`config.mk`:
```
export PLATFORM = sky130hd
export DESIGN_NAME = imem_uart_loader
export DESIGN_NICKNAME = d
export VERILOG_FILES = /design/src/rtl/imem_uart_loader.sv
export SDC_FILE = /design/constraint.sdc
export NUM_CORES = 1
export LEC_CHECK = 0
export CAP_MARGIN = 10
export CORE_ASPECT_RATIO = 1.5
export CORE_UTILIZATION = 50
export DETAILED_ROUTE_END_ITERATION = 8
export GPL_TIMING_DRIVEN = 0
export PLACE_DENSITY = 0.79
export SYNTH_ARGS = -nofsm -noshare
export SYNTH_HDL_FRONTEND = slang
export SYNTH_SLANG_ARGS = --single-unit
export TNS_END_PERCENT = 5
```
`constraint.sdc`:
```
create_clock -name clk -period 2.2 [get_ports clk]
set_input_delay 0.44 -clock clk [delete_from_list [all_inputs] [get_ports clk]]
set_output_delay 0.44 -clock clk [all_outputs]
set_load 0.1 [all_outputs]
```
`src/rtl/imem_uart_loader.sv`:
```
// -----------------------------------------------------------------------------
// imem_uart_loader
//
// Streams a program image from a UART byte receiver into instruction memory
// and holds the core in reset until the whole image has been written.
//
// Byte stream: 4-byte little-endian word count N, then N instruction words,
// each 4 bytes little-endian (first byte lands in bits 7:0).
//
// Ports
//   clk          in   sole clock, rising edge
//   rst          in   synchronous active-high reset
//   rx_valid     in   byte present on rx_data
//   rx_data      in   [7:0] received byte
//   rx_ready     out  loader accepts a byte this cycle (transfer = valid&ready)
//   reload       in   one-cycle request to restart loading (DONE/ERR only)
//   imem_we      out  instruction-memory write strobe, one cycle per word
//   imem_addr    out  [ADDR_W-1:0] word address of the write
//   imem_wdata   out  [31:0] instruction word to write
//   core_rst_n   out  active-low core reset, released only in DONE
//   load_done    out  program loaded, core running
//   load_err     out  header word count exceeded memory depth
//   words_loaded out  [ADDR_W:0] words written since the last load start
//
// Every output is decoded from the state register or taken straight from a
// register, so rx_valid/rx_data never reach an output combinationally.
// -----------------------------------------------------------------------------
module imem_uart_loader #(
  parameter int ADDR_W = 10
) (
  input  logic              clk,
  input  logic              rst,
  input  logic              rx_valid,
  input  logic [7:0]        rx_data,
  output logic              rx_ready,
  input  logic              reload,
  output logic              imem_we,
  output logic [ADDR_W-1:0] imem_addr,
  output logic [31:0]       imem_wdata,
  output logic              core_rst_n,
  output logic              load_done,
  output logic              load_err,
  output logic [ADDR_W:0]   words_loaded
);

  // One wider than the header so N == 2**ADDR_W compares without overflow.
  localparam logic [32:0] DEPTH = 33'd1 << ADDR_W;

  typedef enum logic [2:0] {
    S_LEN   = 3'd0,
    S_DATA  = 3'd1,
    S_WRITE = 3'd2,
    S_DONE  = 3'd3,
    S_ERR   = 3'd4
  } state_t;

  state_t            state;
  state_t            state_nxt;

  logic [1:0]        byte_cnt;
  logic [31:0]       count_reg;
  logic [31:0]       word_reg;
  logic [ADDR_W:0]   wl_cnt;

  logic              xfer;
  logic              last_byte;
  logic [31:0]       n_full;
  logic [ADDR_W:0]   wl_inc;
  logic              wr_last;
  logic              restart;

  // ---------------------------------------------------------------------------
  // Handshake and decision terms
  // ---------------------------------------------------------------------------
  assign xfer      = rx_valid && rx_ready;
  assign last_byte = xfer && (byte_cnt == 2'd3);

  // Full header as it will look once the 4th byte is latched; the decision
  // is taken in the same cycle the byte arrives.
  assign n_full    = {rx_data, count_reg[23:0]};

  assign wl_inc    = wl_cnt + 1'b1;
  assign wr_last   = (32'(wl_inc) == count_reg);

  assign restart   = reload && ((state == S_DONE) || (state == S_ERR));

  // ---------------------------------------------------------------------------
  // State register
  // ---------------------------------------------------------------------------
  always_ff @(posedge clk) begin
    if (rst) begin
      state <= S_LEN;
    end else begin
      state <= state_nxt;
    end
  end

  // ---------------------------------------------------------------------------
  // Next-state logic
  // ---------------------------------------------------------------------------
  always_comb begin
    state_nxt = state;
    case (state)
      S_LEN: begin
        if (last_byte) begin
          if (n_full == 32'd0) begin
            state_nxt = S_DONE;
          end else if ({1'b0, n_full} > DEPTH) begin
            state_nxt = S_ERR;
          end else begin
            state_nxt = S_DATA;
          end
        end
      end
      S_DATA: begin
        if (last_byte) begin
          state_nxt = S_WRITE;
        end
      end
      S_WRITE: begin
        state_nxt = wr_last ? S_DONE : S_DATA;
      end
      S_DONE, S_ERR: begin
        if (reload) begin
          state_nxt = S_LEN;
        end
      end
      default: begin
        state_nxt = S_LEN;
      end
    endcase
  end

  // ---------------------------------------------------------------------------
  // Output decode (state register only)
  // ---------------------------------------------------------------------------
  always_comb begin
    rx_ready   = 1'b0;
    imem_we    = 1'b0;
    core_rst_n = 1'b0;
    load_done  = 1'b0;
    load_err   = 1'b0;
    case (state)
      S_LEN, S_DATA: begin
        rx_ready = 1'b1;
      end
      S_WRITE: begin
        imem_we = 1'b1;
      end
      S_DONE: begin
        core_rst_n = 1'b1;
        load_done  = 1'b1;
      end
      S_ERR: begin
        load_err = 1'b1;
      end
      default: begin
        rx_ready = 1'b0;
      end
    endcase
  end

  // The write address is the running count, so the last legal image
  // (N == DEPTH) ends at DEPTH-1 and never wraps.
  assign imem_addr    = wl_cnt[ADDR_W-1:0];
  assign imem_wdata   = word_reg;
  assign words_loaded = wl_cnt;

  // ---------------------------------------------------------------------------
  // Byte assembly and word counting
  // ---------------------------------------------------------------------------
  always_ff @(posedge clk) begin
    if (rst) begin
      byte_cnt  <= 2'd0;
      count_reg <= 32'd0;
      word_reg  <= 32'd0;
      wl_cnt    <= '0;
    end else if (restart) begin
      byte_cnt  <= 2'd0;
      count_reg <= 32'd0;
      word_reg  <= 32'd0;
      wl_cnt    <= '0;
    end else begin
      if (xfer) begin
        // The 2-bit counter wraps to 0 on the 4th byte, which is exactly
        // the clear needed when leaving LEN or finishing a word.
        byte_cnt <= byte_cnt + 2'd1;
        if (state == S_LEN) begin
          count_reg[{byte_cnt, 3'b000} +: 8] <= rx_data;
        end else begin
          word_reg[{byte_cnt, 3'b000} +: 8] <= rx_data;
        end
      end
      if (state == S_WRITE) begin
        wl_cnt <= wl_inc;
      end
    end
  end

endmodule

```
==> results of run 1 <==
-- power by group through the flow --
stage	Combinational (W)	Clock (W)	Sequential, W
after detailed placement	0.000239	0	0.00151
after global placement	0.000236	0	0.00151
after floorplan	0.000162	0	0.00151
final	0.000243	0.00125	0.00148
after CTS	0.000241	0.00125	0.00148
after global routing	0.000268	0.00131	0.00148
-- worst paths after layout --
path	cells after the start	to	slack, ns	start
max	7	count_reg[28]$_SDFFE_PP0P_	-0.11	byte_cnt[0]$_SDFFE_PP0P_
min	2	imem_wdata[6]$_SDFFE_PP0P_	0.48	imem_wdata[6]$_SDFFE_PP0P_
max reg2reg	7	count_reg[28]$_SDFFE_PP0P_	-0.11	byte_cnt[0]$_SDFFE_PP0P_
min reg2reg	2	imem_wdata[6]$_SDFFE_PP0P_	0.48	imem_wdata[6]$_SDFFE_PP0P_
-- routing by layer --
layer | vias to the layer above | GRT usage | share of wire
met4 | 0 | 0.168 | 0.038
met1 | 1613 | 0.283 | 0.42
met3 | 27 | 0.0329 | 0.042
li1 | 1738 | - | -
met5 | - | 0 | 0
met2 | 101 | 0.439 | 0.50
-- final cells by class --
type,instances,area [um2]
multi-input cells,358,1870
clock inverters,2,60.1
repair buffers,68,592
clock buffers,14,173
plain buffers,36,209
inverters,4,15.0
well taps,97,121
fillers,621,2340
flip-flops and latches,80,1610
-- kinds of logic after synthesis --
logic type | Yosys count | synth area share
compound gates | 78 | 0.117
xor+xnor | 27 | 0.0643
fa+ha+maj | 6 | 0.0204
buf+inv | 40 | 0.0589
flops | 80 | 0.436
mux | 4 | 0.0109
simple gates | 243 | 0.293
-- cell usage in the layout, fill, tap and decap left out, drive strengths merged, types with 2 or more instances in the layout --
master,count
nor2,149
dfxtp,80
a21oi,66
dlygate4sd2,43
nand2,41
buf,35
clkbuf,28
xnor2,17
xor2,10
nor4,10
clkdlybuf4s50,10
nand4,8
nand3,8
ha,6
nor3b,6
inv,4
mux2i,4
nand4b,4
and4,3
nor3,3
a211oi,2
bufinv,2
clkdlybuf4s15,2
o21ai,2
and3b,2
-- critical path, stage by stage, from the launching register on --
cell and delay [ns]:
dfxtp_1 0.47, inv_1 0.16, ha_1 0.37, nor3b_1 0.71, nand2_1 0.21, nor2_1 0.15
a21oi_1 0.07, nor2_1 0.10
-- stage by stage --
stage / area (um2) / worst slack, ns / total power [W] / std cells
finish: 4650 / -0.113 / 0.00297 / 659
global placement: 4510 / -0.214 / 0.00175 / 643
detailed placement: 4510 / -0.248 / 0.00175 / 643
floorplan: 3710 / -0.0138 / 0.00167 / 478
CTS: 4670 / -0.0487 / 0.00297 / 659
global route: 4650 / -0.323 / 0.00306 / 659
==> impl_metrics.yaml, run 1 <==
routing:
  drtIter0Drc: 190
  wire_per_inst_um: 13.9
  first_pass_iters: 4
  drt-total-wl_mm: 9.15
  vias: 3479
  postRouteAntennaNets: 0
  drc: 0
  avgViaCountPerCell: 5.28
global_route:
  grtUsageTotal: 0.253
  grt_pass1_wl_mm: 15.2
  grt.overflow.total: 0
  antenna_found_initial: 0
  grt_max_degree: 13
  grt_pass1_vias: 3350
worst_setup_path:
  critPathKind: "reg2reg"
  end_kind: "register"
  crit_required_ns: 2.50
  setup.worst_path.start_class: "register"
  crit_arrival_ns: 2.61
  path_max_fanout: 8
final_layout:
  area_growth_pct: 26.5
  finish.utilization: 0.666
  drive_above_1_share: 0.116
  nets: 575
  antennaDiodeCount: 0
power:
  p_sw_w: 0.000696
  power_density_nw_per_um2: 639
  p_leak_nw: 1.98
  power_frac_seq: 0.497
  power_frac_comb: 0.082
  internal_power_w: 0.00228
  pwr-share-clk: 0.421
  switching_share: 0.234
  irDropWorstVdd_v: 0.000495
floorplan:
  std_cell_rows: 37
  dieArea_um2: 7710
  core-area_um2: 6990
  initial_utilization: 0.526
  die_x_um: 72.0
  io_pins: 70
  die_h_um: 107
synth:
  synth.distinct_cells: 42
  yosysTopAreaCellShare: 0.436
  synth_nets: 496
  synth.area.top_cells: "dfxtp_1, nor2_1, a21oi_1, nand2_1, xnor2_1"
  netlist_area_um2: 3680
  postSynthCellCount: 478
  ys_seq_area_frac: 0.436
  yosysMostFrequentCell: "nor2_1"
  ys_ff_latch: 80
  synthTopCellsByCount: "nor2_1, dfxtp_1, a21oi_1"
  async_reset_ff_frac: 0
  synth_edf_count: 0
  ys_warn_count: 0
  ys.flop_type: "dfxtp_1"
  syn_area_per_cell_um2: 7.69
  yosysTopAreaCell: "dfxtp_1"
timing:
  period_minus_slack_ns: 2.31
  fmax_ghz: 0.432
  fin_tns_setup_ns: -2.60
  rsz0062_at_grt: "yes"
  fin_ws_ns: -0.113
  slew_viol_final: 0
  fin_crit_sh: 1.05
  setup_violations: 44
  relSlewSlack: 0.353
  tightestPinTransition_ns: 0.975
  worst_clock_skew_ns: 0.00497
  holdWs_ns: 0.483
  final-hold-violation-count: 0
clock_tree:
  clk_path_buf_depth: 2
  cts_buffers: 9
  path_clk_slew_ns: 0.08
  post-cts-setup-buffers: 0
  cts_tree: "built"
  ctsRootBufferMaster: "clkbuf_8"
  htreeDepth: 3
  insertion_delay_ns: 0.36
  cts_hold_buf: 0
  cts_resized: 72
  cts.sinks: 80
job:
  maxCapViolCount: 0
placed_design:
  dp_hpwl_mm: 6.85
  portBuffers: 68
  place_congestion: 0.900
status:
  status: "finished, violations left"
  failed_checks: "negative setup slack"
hold_path:
  min_path_type: "reg2reg"
Note: power is estimated with default switching activity, not from simulation.
==> run 2: changes to the inputs <==
--- a/config.mk
+++ b/config.mk
@@ -5,7 +5,6 @@
 export SDC_FILE = /design/constraint.sdc
 export NUM_CORES = 1
 export LEC_CHECK = 0
-export CAP_MARGIN = 10
 export CORE_ASPECT_RATIO = 1.5
 export CORE_UTILIZATION = 50
 export DETAILED_ROUTE_END_ITERATION = 8
==> results of run 2 <==
The final DEF is identical to that of run 1; final timing and power are the same.
==> run 3: changes to the inputs <==
--- a/config.mk
+++ b/config.mk
@@ -10,6 +10,7 @@
 export DETAILED_ROUTE_END_ITERATION = 8
 export GPL_TIMING_DRIVEN = 0
 export PLACE_DENSITY = 0.79
+export RECOVER_POWER = 100
 export SYNTH_ARGS = -nofsm -noshare
 export SYNTH_HDL_FRONTEND = slang
 export SYNTH_SLANG_ARGS = --single-unit
==> run 3 against run 2 <==
Compared with the run above: largest power group unchanged; design area fell by 5.4%; global-route usage did not move; die area did not move; maximum frequency fell by 2.8%; non-clock buffer count did not move; total power barely moved; via count fell by 0.40%; final cell count did not move; the flow still finishes with violations (negative setup slack).
==> impl_metrics.yaml, run 3 (synthesis results as in run 1) <==
status:
  status: "finished, violations left"
  failed_checks: "negative setup slack"
final_layout:
  mostFrequentLayoutCells: "nor2_1, dfxtp_1, a21oi_1"
  antennaDiodeCount: 0
  drive_above_1_share: 0.112
  final-instance-count-excl-fill: 659
  area_growth_pct: 19.7
  finish.utilization: 0.630
  nets: 575
  final_common_cell: "nor2_1"
  stdcell_area_um2: 4400
placed_design:
  placed_area_um2: 4510
  pre_cts_slack_ns: -0.248
  dp_hpwl_mm: 6.85
  place_congestion: 0.900
  portBuffers: 68
  placedCellCount: 643
job:
  maxCapViolCount: 0
timing:
  setup_violations: 45
  slew_viol_final: 0
  fmax_ghz: 0.420
  worst_clock_skew_ns: 0.00570
  fin_crit_sh: 1.08
  period_minus_slack_ns: 2.38
  rsz0062_at_grt: "yes"
  fin_tns_setup_ns: -2.56
  fin_ws_ns: -0.181
  final-hold-violation-count: 0
  relSlewSlack: 0.210
  tightestPinTransition_ns: 1.19
worst_setup_path:
  critPathKind: "reg2out"
  setup.worst_path.start_class: "register"
  crit_required_ns: 1.76
  r2r_end: "count_reg[19]$_SDFFE_PP0P_"
  r2r.worst_path.cells: 7
  end_kind: "output pin"
  r2r_setup_slack_ns: -0.11
  crit_arrival_ns: 1.94
  path_max_fanout: 10
  worstReg2RegStart: "byte_cnt[0]$_SDFFE_PP0P_"
power:
  power_density_nw_per_um2: 675
  irDropWorstVdd_v: 0.000492
  p_leak_nw: 1.68
floorplan:
  die_x_um: 72.0
  die_h_um: 107
  std_cell_rows: 37
  initial_utilization: 0.526
  core-area_um2: 6990
  dieArea_um2: 7710
  io_pins: 70
global_route:
  grt_max_degree: 13
  grt.overflow.total: 0
  grt_pass1_vias: 3350
  antenna_found_initial: 0
  grtUsageTotal: 0.253
  grt_pass1_wl_mm: 15.2
routing:
  drtIter0Drc: 202
  drc: 0
  first_pass_iters: 4
  vias: 3465
  drt-met1-wl_mm: 3.90
  wl_met2_mm: 4.61
  drt-total-wl_mm: 9.25
  top_layer: "met4"
  route.met3.wl_um: 365
  postRouteAntennaNets: 0
  avgViaCountPerCell: 5.26
  wire_per_inst_um: 14.0
hold_path:
  hold_end: "imem_wdata[6]$_SDFFE_PP0P_"
  hold_path_depth: 2
  hp-start: "imem_wdata[6]$_SDFFE_PP0P_"
  min_path_type: "reg2reg"
clock_tree:
  cts_hold_buf: 0
  clk_path_buf_depth: 2
  htreeDepth: 3
  path_clk_slew_ns: 0.07
  insertion_delay_ns: 0.36
  cts_tree: "built"
  post-cts-setup-buffers: 0
  ctsRootBufferMaster: "clkbuf_8"
  cts_buffers: 9
  cts.sinks: 80
==> run 3: cell types whose count changed in the layout (fill, tap and decap cells not counted), moves of 11 or more <==
cell	change
buf_4	-11
clkbuf_1	+44
clkbuf_2	+11
dlygate4sd2_1	-42
==> run 3: repair_timing <==
action | in CTS | in global routing
pin swaps | 0 | 0
setup endpoints to repair | 90 | 51
gates resized for setup | 72 | 5
cloned | 0 | 0
==> run 3: metal layers <==
metal / vias up / GRT usage
met3: 28 / 0.0329
met4: 0 / 0.168
met2: 96 / 0.439
met5: - / 0
li1: 1737 / -
met1: 1604 / 0.283
==> run 3: how the worst max path moves through the flow <==
stage / start / to / slack [ns]
floorplan: words_loaded[0]$_SDFFE_PP0P_ / state[1]$_SDFFE_PP0P_ / -0.01
global placement: state[0]$_SDFFE_PP0P_ / load_done / -0.21
detailed placement: state[0]$_SDFFE_PP0P_ / load_done / -0.25
CTS: byte_cnt[0]$_SDFFE_PP0P_ / count_reg[18]$_SDFFE_PP0P_ / -0.05
global route: byte_cnt[0]$_SDFFE_PP0P_ / count_reg[20]$_SDFFE_PP0P_ / -0.32
finish: state[1]$_SDFFE_PP0P_ / imem_we / -0.18
==> run 3: through the flow <==
stage	hold slack [ns]	power, W
6_report	0.486	0.00297
4_1_cts	0.486	0.00297
3_3_place_gp	0.464	0.00175
2_1_floorplan	0.455	0.00167
5_1_grt	0.526	0.00306
3_5_place_dp	0.475	0.00175
==> run 3: worst max-delay path, stage by stage, from the launching register on <==
cell and delay, ns:
dfxtp_1 0.33, buf_6 0.13, nor3b_2 0.15, clkbuf_1 0.44
buf_2 0.53
==> run 3: area by class of cell <==
| class | instances | area [um2] |
|---|---|---|
| tap | 97 | 121 |
| inverter | 4 | 15.0 |
| multi-input combinational | 358 | 1860 |
| clock inverter | 2 | 60.1 |
| fill | 660 | 2590 |
| sequential | 80 | 1610 |
| buffer | 36 | 201 |
| clock buffer | 14 | 173 |
| timing repair buffer | 68 | 357 |
==> run 3: power breakdown <==
part	internal (W)	leakage [nW]	switching (W)
Sequential	0.00146	0.649	0.0000176
Combinational	0.0000825	0.911	0.000160
Clock	0.000734	0.117	0.000519
